--- src/rtl/commit_trace_unit.sv ---
// ============================================================================
// Module      : commit_trace_unit
// Description : Carries fetched {PC, Inst} alongside the pipeline, joins it with
//               memory/writeback side effects and emits one commit record per
//               retired instruction; also owns cycle/inst counters and halt flag.
// Revision    : 1.0 - initial release
// ============================================================================
`default_nettype none

module commit_trace_unit #(
    parameter int STAGES = 4,
    parameter int CNT_W  = 32
) (
    input  logic             clk,
    input  logic             rst,
    input  logic             f_valid,
    input  logic [15:0]      f_pc,
    input  logic [15:0]      f_inst,
    input  logic             stall,
    input  logic             flush,
    input  logic             m_memread,
    input  logic             m_memwrite,
    input  logic [15:0]      m_addr,
    input  logic [15:0]      m_wdata,
    input  logic             m_halt,
    input  logic             w_regwrite,
    input  logic [2:0]       w_reg,
    input  logic [15:0]      w_data,
    output logic             cm_valid,
    output logic [15:0]      cm_pc,
    output logic [15:0]      cm_inst,
    output logic             cm_regwrite,
    output logic             cm_memread,
    output logic             cm_memwrite,
    output logic             cm_halt,
    output logic [2:0]       cm_wreg,
    output logic [15:0]      cm_wdata,
    output logic [15:0]      cm_addr,
    output logic [15:0]      cm_mdata,
    output logic [CNT_W-1:0] cycle_count,
    output logic [CNT_W-1:0] inst_count,
    output logic             halted
);

    localparam int c_MEM = STAGES - 2;
    localparam int c_WB  = STAGES - 1;

    typedef struct packed {
        logic        v;
        logic [15:0] pc;
        logic [15:0] inst;
    } slot_t;

    // Slot 0 is D, slot 1 is X, slot c_WB is W.
    slot_t            r_slot [STAGES];
    logic             r_memread;
    logic             r_memwrite;
    logic             r_halt;
    logic [15:0]      r_addr;
    logic [15:0]      r_mdata;
    logic [CNT_W-1:0] r_cycle_count;
    logic [CNT_W-1:0] r_inst_count;
    logic             r_halted;

    logic             w_cm_valid;

    assign w_cm_valid = r_slot[c_WB].v & ~r_halted;

    always_ff @(posedge clk) begin
        if (!rst) begin
            for (int i = 0; i < STAGES; i++) begin
                r_slot[i] <= '0;
            end
            r_memread     <= 1'b0;
            r_memwrite    <= 1'b0;
            r_halt        <= 1'b0;
            r_addr        <= '0;
            r_mdata       <= '0;
            r_cycle_count <= '0;
            r_inst_count  <= '0;
            r_halted      <= 1'b0;
        end else if (!r_halted) begin
            // The instruction in X at a flushing edge is the branch: it still advances.
            if (flush) begin
                r_slot[0] <= '0;
                r_slot[1] <= '0;
            end else if (stall) begin
                r_slot[1] <= '0;
            end else begin
                r_slot[0] <= f_valid ? slot_t'{v: 1'b1, pc: f_pc, inst: f_inst} : '0;
                r_slot[1] <= r_slot[0];
            end
            for (int i = 2; i < STAGES; i++) begin
                r_slot[i] <= r_slot[i-1];
            end

            if (r_slot[c_MEM].v) begin
                r_memread  <= m_memread;
                r_memwrite <= m_memwrite;
                r_halt     <= m_halt;
                r_addr     <= m_addr;
                r_mdata    <= m_wdata;
            end else begin
                r_memread  <= 1'b0;
                r_memwrite <= 1'b0;
                r_halt     <= 1'b0;
                r_addr     <= '0;
                r_mdata    <= '0;
            end

            r_cycle_count <= r_cycle_count + CNT_W'(1);
            if (w_cm_valid) begin
                r_inst_count <= r_inst_count + CNT_W'(1);
            end
            if (w_cm_valid && r_halt) begin
                r_halted <= 1'b1;
            end
        end
    end

    assign cm_valid    = w_cm_valid;
    assign cm_pc       = w_cm_valid ? r_slot[c_WB].pc   : 16'h0000;
    assign cm_inst     = w_cm_valid ? r_slot[c_WB].inst : 16'h0000;
    assign cm_regwrite = w_cm_valid & w_regwrite;
    assign cm_memread  = w_cm_valid & r_memread;
    assign cm_memwrite = w_cm_valid & r_memwrite;
    assign cm_halt     = w_cm_valid & r_halt;
    assign cm_wreg     = w_cm_valid ? w_reg   : 3'd0;
    assign cm_wdata    = w_cm_valid ? w_data  : 16'h0000;
    assign cm_addr     = w_cm_valid ? r_addr  : 16'h0000;
    assign cm_mdata    = w_cm_valid ? r_mdata : 16'h0000;
    assign cycle_count = r_cycle_count;
    assign inst_count  = r_inst_count;
    assign halted      = r_halted;

endmodule

`default_nettype wire
--- config.mk ---
export PLATFORM = sky130hd
export DESIGN_NAME = commit_trace_unit
export DESIGN_NICKNAME = d
export VERILOG_FILES = /design/src/rtl/commit_trace_unit.sv
export SDC_FILE = /design/constraint.sdc
export NUM_CORES = 1
export LEC_CHECK = 0
export BUFFER_PORTS_ARGS = -buffer_cell sky130_fd_sc_hd__clkbuf_2
export CELL_PAD_IN_SITES_DETAIL_PLACEMENT = 0
export CELL_PAD_IN_SITES_GLOBAL_PLACEMENT = 1
export CORE_UTILIZATION = 39
export CTS_BUF_LIST = sky130_fd_sc_hd__clkbuf_2 sky130_fd_sc_hd__clkbuf_4 sky130_fd_sc_hd__clkbuf_8
export CTS_CLUSTER_DIAMETER = 50
export DETAILED_ROUTE_END_ITERATION = 16
export PLACE_DENSITY = 0.84
export SYNTH_ARGS = -nofsm -noshare
export SYNTH_HDL_FRONTEND = slang
export SYNTH_SLANG_ARGS = --single-unit
--- constraint.sdc ---
create_clock -name clk -period 3.28 [get_ports clk]
set_input_delay 0.328 -clock clk [delete_from_list [all_inputs] [get_ports clk]]
set_output_delay 0.328 -clock clk [all_outputs]
set_load 0.05 [all_outputs]
Word-level counts from Yosys, hierarchy flattened
Memories as Yosys holds them, arrays and structs flattened.
Cells that the tools add are included.
- bits in registers: 100
- bits in latches: 0
- RAM bits: 132
- bits in read-only memories: 0
- bits of input ports: 92
- output and inout bits: 153
- word-level logic and storage cells: 65
- memories kept: 1
- memories (memory ; words ; bits a word ; rd ports ; clocked after memory_dff ; wr ports ; line ; source):
    r_slot ; 4 ; 33 ; 4 ; 0 ; 4 ; 55 ; slot_t r_slot [STAGES];
- add/sub/neg operators: 2
- $mul: 0
- div/mod/pow operators: 0
- magnitude comparators: 0
- eq/ne operators: 0
- shift-type cells: 0
- mux-type cells: 39
- bitwise logic cells: 13
- reductions and logical operators: 2
- operators by type and width (kind ; count):
    $mux W33 ; 8
    $mux W16 ; 7
    $add A32 B1 Y32 const B ; 2
    $mux W1 ; 23
    $or A1 B1 Y1 ; 7
    $and A1 B1 Y1 ; 5
    $mux W3 ; 1
    $reduce_and A2 Y1 ; 1
    $logic_and A1 B1 Y1 ; 1
    $not A1 Y1 ; 1

Depth between registers and ports, before layout
- depth in word-level cells: 7
- mapped depth: 7
- depth with buffers taken out: 5

Worst setup path after synthesis
No wires, ideal clock.
- path kind: register to register
- start: register r_halted, in the netlist halted
- end: memory r_slot[1][0] (netlist name), enable pin
- library setup time: 452 ps
- arrival: 3225 ps
- required time: 2828 ps
- setup slack: -397 ps
- cell stages (with the launch flop): 6
- path buffers: 3
- clock period less this slack: 3677 ps
- cell sequence: dfxtp_1 -> clkbuf_1 -> and2_1 -> clkbuf_1 -> buf_1 -> inv_1
- RTL lines (what ; line ; source):
    start: declaration ; 63 ; logic r_halted;
    start signal: assignment ; 81 ; r_halted <= 1'b0;
    start signal: assignment ; 116 ; r_halted <= 1'b1;
    end: declaration ; 55 ;

Worst setup path in the final report
- start: register r_halted, in the netlist halted
- end: output port cm_inst[5]
- word-level cells in the longest chain between the ends: 3
- RTL lines (what ; line ; source):
    $not A1 Y1 (no line) ; n/a ;
    $and A1 B1 Y1 ; 67 ; assign w_cm_valid = r_slot[c_WB].v & ~r_halted;
    $mux W16 ; 123 ; assign cm_inst = w_cm_valid ? r_slot[c_WB].inst : 16'h0000;
    end: declaration ; 31 ; output logic [15:0] cm_inst,
No other way between the ends.

==> reports/results.ini <==
[outcome]
status = finished, final reports clean

[synth]
synth_mux_area_share_pct = 0.831
synth_compound_area_share_pct = 7.49
seq_area_frac_synth_pct = 61.9
syn_inst = 827
ys_types = 42
syn_area_um2 = 9640
synth_top_family_by_area = simple AND/OR/NAND/NOR gates
yosys_warnings = 0
syn_area_per_cell_um2 = 11.7
synthXorXnorAreaFrac_pct = 1.82
synth_fa_ha_area_share_pct = 0.260
synth_nets = 921
ys_seq_elements = 232
yosys.area_share.simple_pct = 24.9

[sta]
hold_slack_ns = 0.0592
finalSetupTns_ns = 0
skew_ns = 0.0353
relSlewSlack_pct = 33.6
fmax_mhz = 350
hold_viol_final = 0
setup_viol = 0
setup_ws_ns = 0.423
rsz0062_at_grt = false
finalCritPeriodShare_pct = 87.1
worstMarginPinSlew_ns = 0.992
drv_slew = 0
period_needed_ns = 2.86

[cts]
post-cts-setup-buffer-count = 0
htreeDepth = 2
cts_buffers = 38
cts_tree = yes
clock-sinks = 232
clk_pin_slew_ns = 0.06
cts_root_buffer = clkbuf_8
clockBufferDepth = 3
clk_latency_ns = 0.52

[die]
pin_count = 245
coreArea_um2 = 24200
start_util_pct = 39.7
die_x_um = 159
row_count = 57
dieArea_um2 = 25300
die_h_um = 159

[grt]
grt_pass1_vias = 6678
grt_pass1_wl_um = 32900
grt_max_degree = 67
overflow = 0
grt_usage_pct = 15.8
grt_antenna_before_repair = 0

[critical_path]
worstReg2RegEnd = inst_count[19]$_SDFFE_PN0P_
crit_chain = nand2b_1, inv_2, buf_4, and2_1, clkbuf_2
cp-start-kind = flip-flop
r2r_cells = 6
r2r_start = halted$_SDFF_PN0_
worstPathMaxFanout = 48
crit_type = reg2out
critPathArrivalTime_ns = 2.53
slowest_stage = inv_2
cp.required_ns = 2.95
max_stage_delay_ns = 0.48
worst_setup_path_end_kind = output pin
r2r_setup_slack_ns = 0.93

[cells_and_area]
antenna_cells = 0
design_area_um2 = 12200
fin_nets = 1189
area_growth_pct = 26.3
drive_gt1_share_pct = 29.5
final_util_pct = 50.2
stdcell_count = 1449

[pwr]
p_seq_share_pct = 54.4
total_power_mw = 5.69
intPower_mw = 4.48
p_sw_mw = 1.21
vdd_ir_drop_max_v = 0.000212
p_per_area_nw_per_um2 = 468
leakage_nw = 5.34
combPwrFrac_pct = 3.0
switching_share_pct = 21.3
clockPowerShare_pct = 42.6

[route]
dr.pass1.iters = 7
drt_wl_total_um = 20600
wire_per_inst_um = 14.2
post-route-drc-count = 0
vias = 6988
drtAntennaViolNets = 0
viasPerCell = 4.82
first_iter_violations = 474

[place]
dp_hpwl_um = 13600
dpl_worst_slack_ns = 0.964
placed_cell_area_um2 = 11200
port_buffers = 244
routabilityCongestion = 0.782
placed_cells_incl_taps = 1352

[worst_hold_path]
holdCritStartpoint = m_addr[14]
hold_end = r_addr[14]$_SDFFE_PN0N_
hold_path_class = in2reg
hold-path-cell-count = 2

[job]
drv_cap = 0

## synthesized netlist by cell type
cell | number | share of area, %
a21o_1 | 1 | 0.078
a21oi_1 | 35 | 1.8
a22o_1 | 35 | 3.2
and2_1 | 189 | 12
and2_2 | 1 | 0.078
and3_1 | 39 | 2.5
and3_2 | 2 | 0.16
and4_1 | 3 | 0.27
and4_2 | 1 | 0.10
and4b_1 | 1 | 0.10
buf_1 | 3 | 0.12
buf_2 | 2 | 0.10
buf_4 | 1 | 0.078
clkbuf_1 | 44 | 1.7
clkbuf_2 | 1 | 0.052
clkbuf_8 | 3 | 0.43
dfxtp_1 | 100 | 21
edfxtp_1 | 132 | 41
ha_1 | 2 | 0.26
inv_1 | 8 | 0.31
mux2i_1 | 8 | 0.83
nand2_1 | 30 | 1.2
nand2b_1 | 10 | 0.65
nand3_1 | 23 | 1.2
nand4_1 | 12 | 0.78
nand4_2 | 2 | 0.26
nand4b_1 | 6 | 0.55
nor2_1 | 21 | 0.82
nor2b_1 | 2 | 0.13
nor3_1 | 1 | 0.052
nor4_1 | 7 | 0.45
o21a_1 | 1 | 0.078
o21ai_0 | 16 | 0.83
o311ai_0 | 1 | 0.091
o31ai_1 | 17 | 1.3
o41ai_1 | 1 | 0.091
or2_2 | 3 | 0.19
or3_1 | 17 | 1.1
or3_2 | 1 | 0.078
or4_1 | 25 | 1.9
xnor2_1 | 8 | 0.73
xor2_1 | 12 | 1.1
## cell families after synthesis
kind of cell    count (synthesis)
fa+ha+maj                       2
flops                         232
xor+xnor                       20
simple gates                  396
compound gates                107
mux                             8
buf+inv                        62
## critical path: cells and delay by family (launching register included)
kind	cells	cell delay (ns)
flip-flops	1	0.44
buffers and inverters	3	1.09
AND/OR/NAND/NOR	2	0.47
## final cells by class
cell class	instances	area [µm²]
Tap cell	324	405
Inverter	8	33.8
Multi-Input combinational cell	533	3430
Fill cell	2189	12100
Sequential cell	232	5970
Clock inverter	14	76.3
Timing Repair Buffer	282	1600
Clock buffer	56	664
## registers in the layout, summed over array words and instances, names as in the netlist
register / flops
r_slot: 132
cycle_count: 32
inst_count: 32
r_addr: 16
r_mdata: 16
halted: 1
r_halt: 1
r_memread: 1
r_memwrite: 1
## cells in the final DEF, fill, tap and decap left out, types with 8 or more instances in the layout
master and n:
clkbuf_2 244, nand3_1 23, buf_4 9, clkbuf_8 39, dlygate4sd3_1 27, and3_1 39, mux2i_1 8, or4_1 25
nand4_1 12, edfxtp_1 132, a21oi_1 35, xor2_1 12, clkinv_1 10, a22o_1 35, xnor2_1 8, nor2_1 20
nand2_1 30, o31ai_1 17, or3_1 17, and2_1 189, o21ai_0 15, clkbuf_4 17, nand2b_1 10, dfxtp_1 99
## how the worst max path moves through the flow
stage,start,endpoint,cells past startpoint
2_1_floorplan,halted$_SDFF_PN0_,r_slot[1][0]$_SDFFCE_PN0P_,5
3_3_place_gp,halted$_SDFF_PN0_,inst_count[19]$_SDFFE_PN0P_,6
3_5_place_dp,halted$_SDFF_PN0_,inst_count[19]$_SDFFE_PN0P_,6
4_1_cts,halted$_SDFF_PN0_,cm_inst[0],5
5_1_grt,halted$_SDFF_PN0_,cm_pc[12],5
6_report,halted$_SDFF_PN0_,cm_inst[5],5
## layer usage
layer	up-vias	global-route usage, %	share of wire, %
met3	39	3.65	5.8
met2	220	27.4	49
met1	3220	19.4	43
met5	-	0	0
met4	0	5.42	2.4
li1	3509	-	-
## power groups by stage
stage               Clock, mW  Sequential (mW)  Combinational (mW)
finish                   2.42             3.10               0.169
global route             2.64             3.10               0.188
CTS                      2.50             3.10               0.171
detailed placement          0             3.16               0.144
global placement            0             3.16               0.144
floorplan                   0             3.17              0.0611
## repair_timing
item,in CTS,in global routing
endpoints found under the hold margin,26,1
hold buffers,26,1
setup endpoints to repair,0,0
resized for setup,0,0
Note: power is estimated with default switching activity, not from simulation.
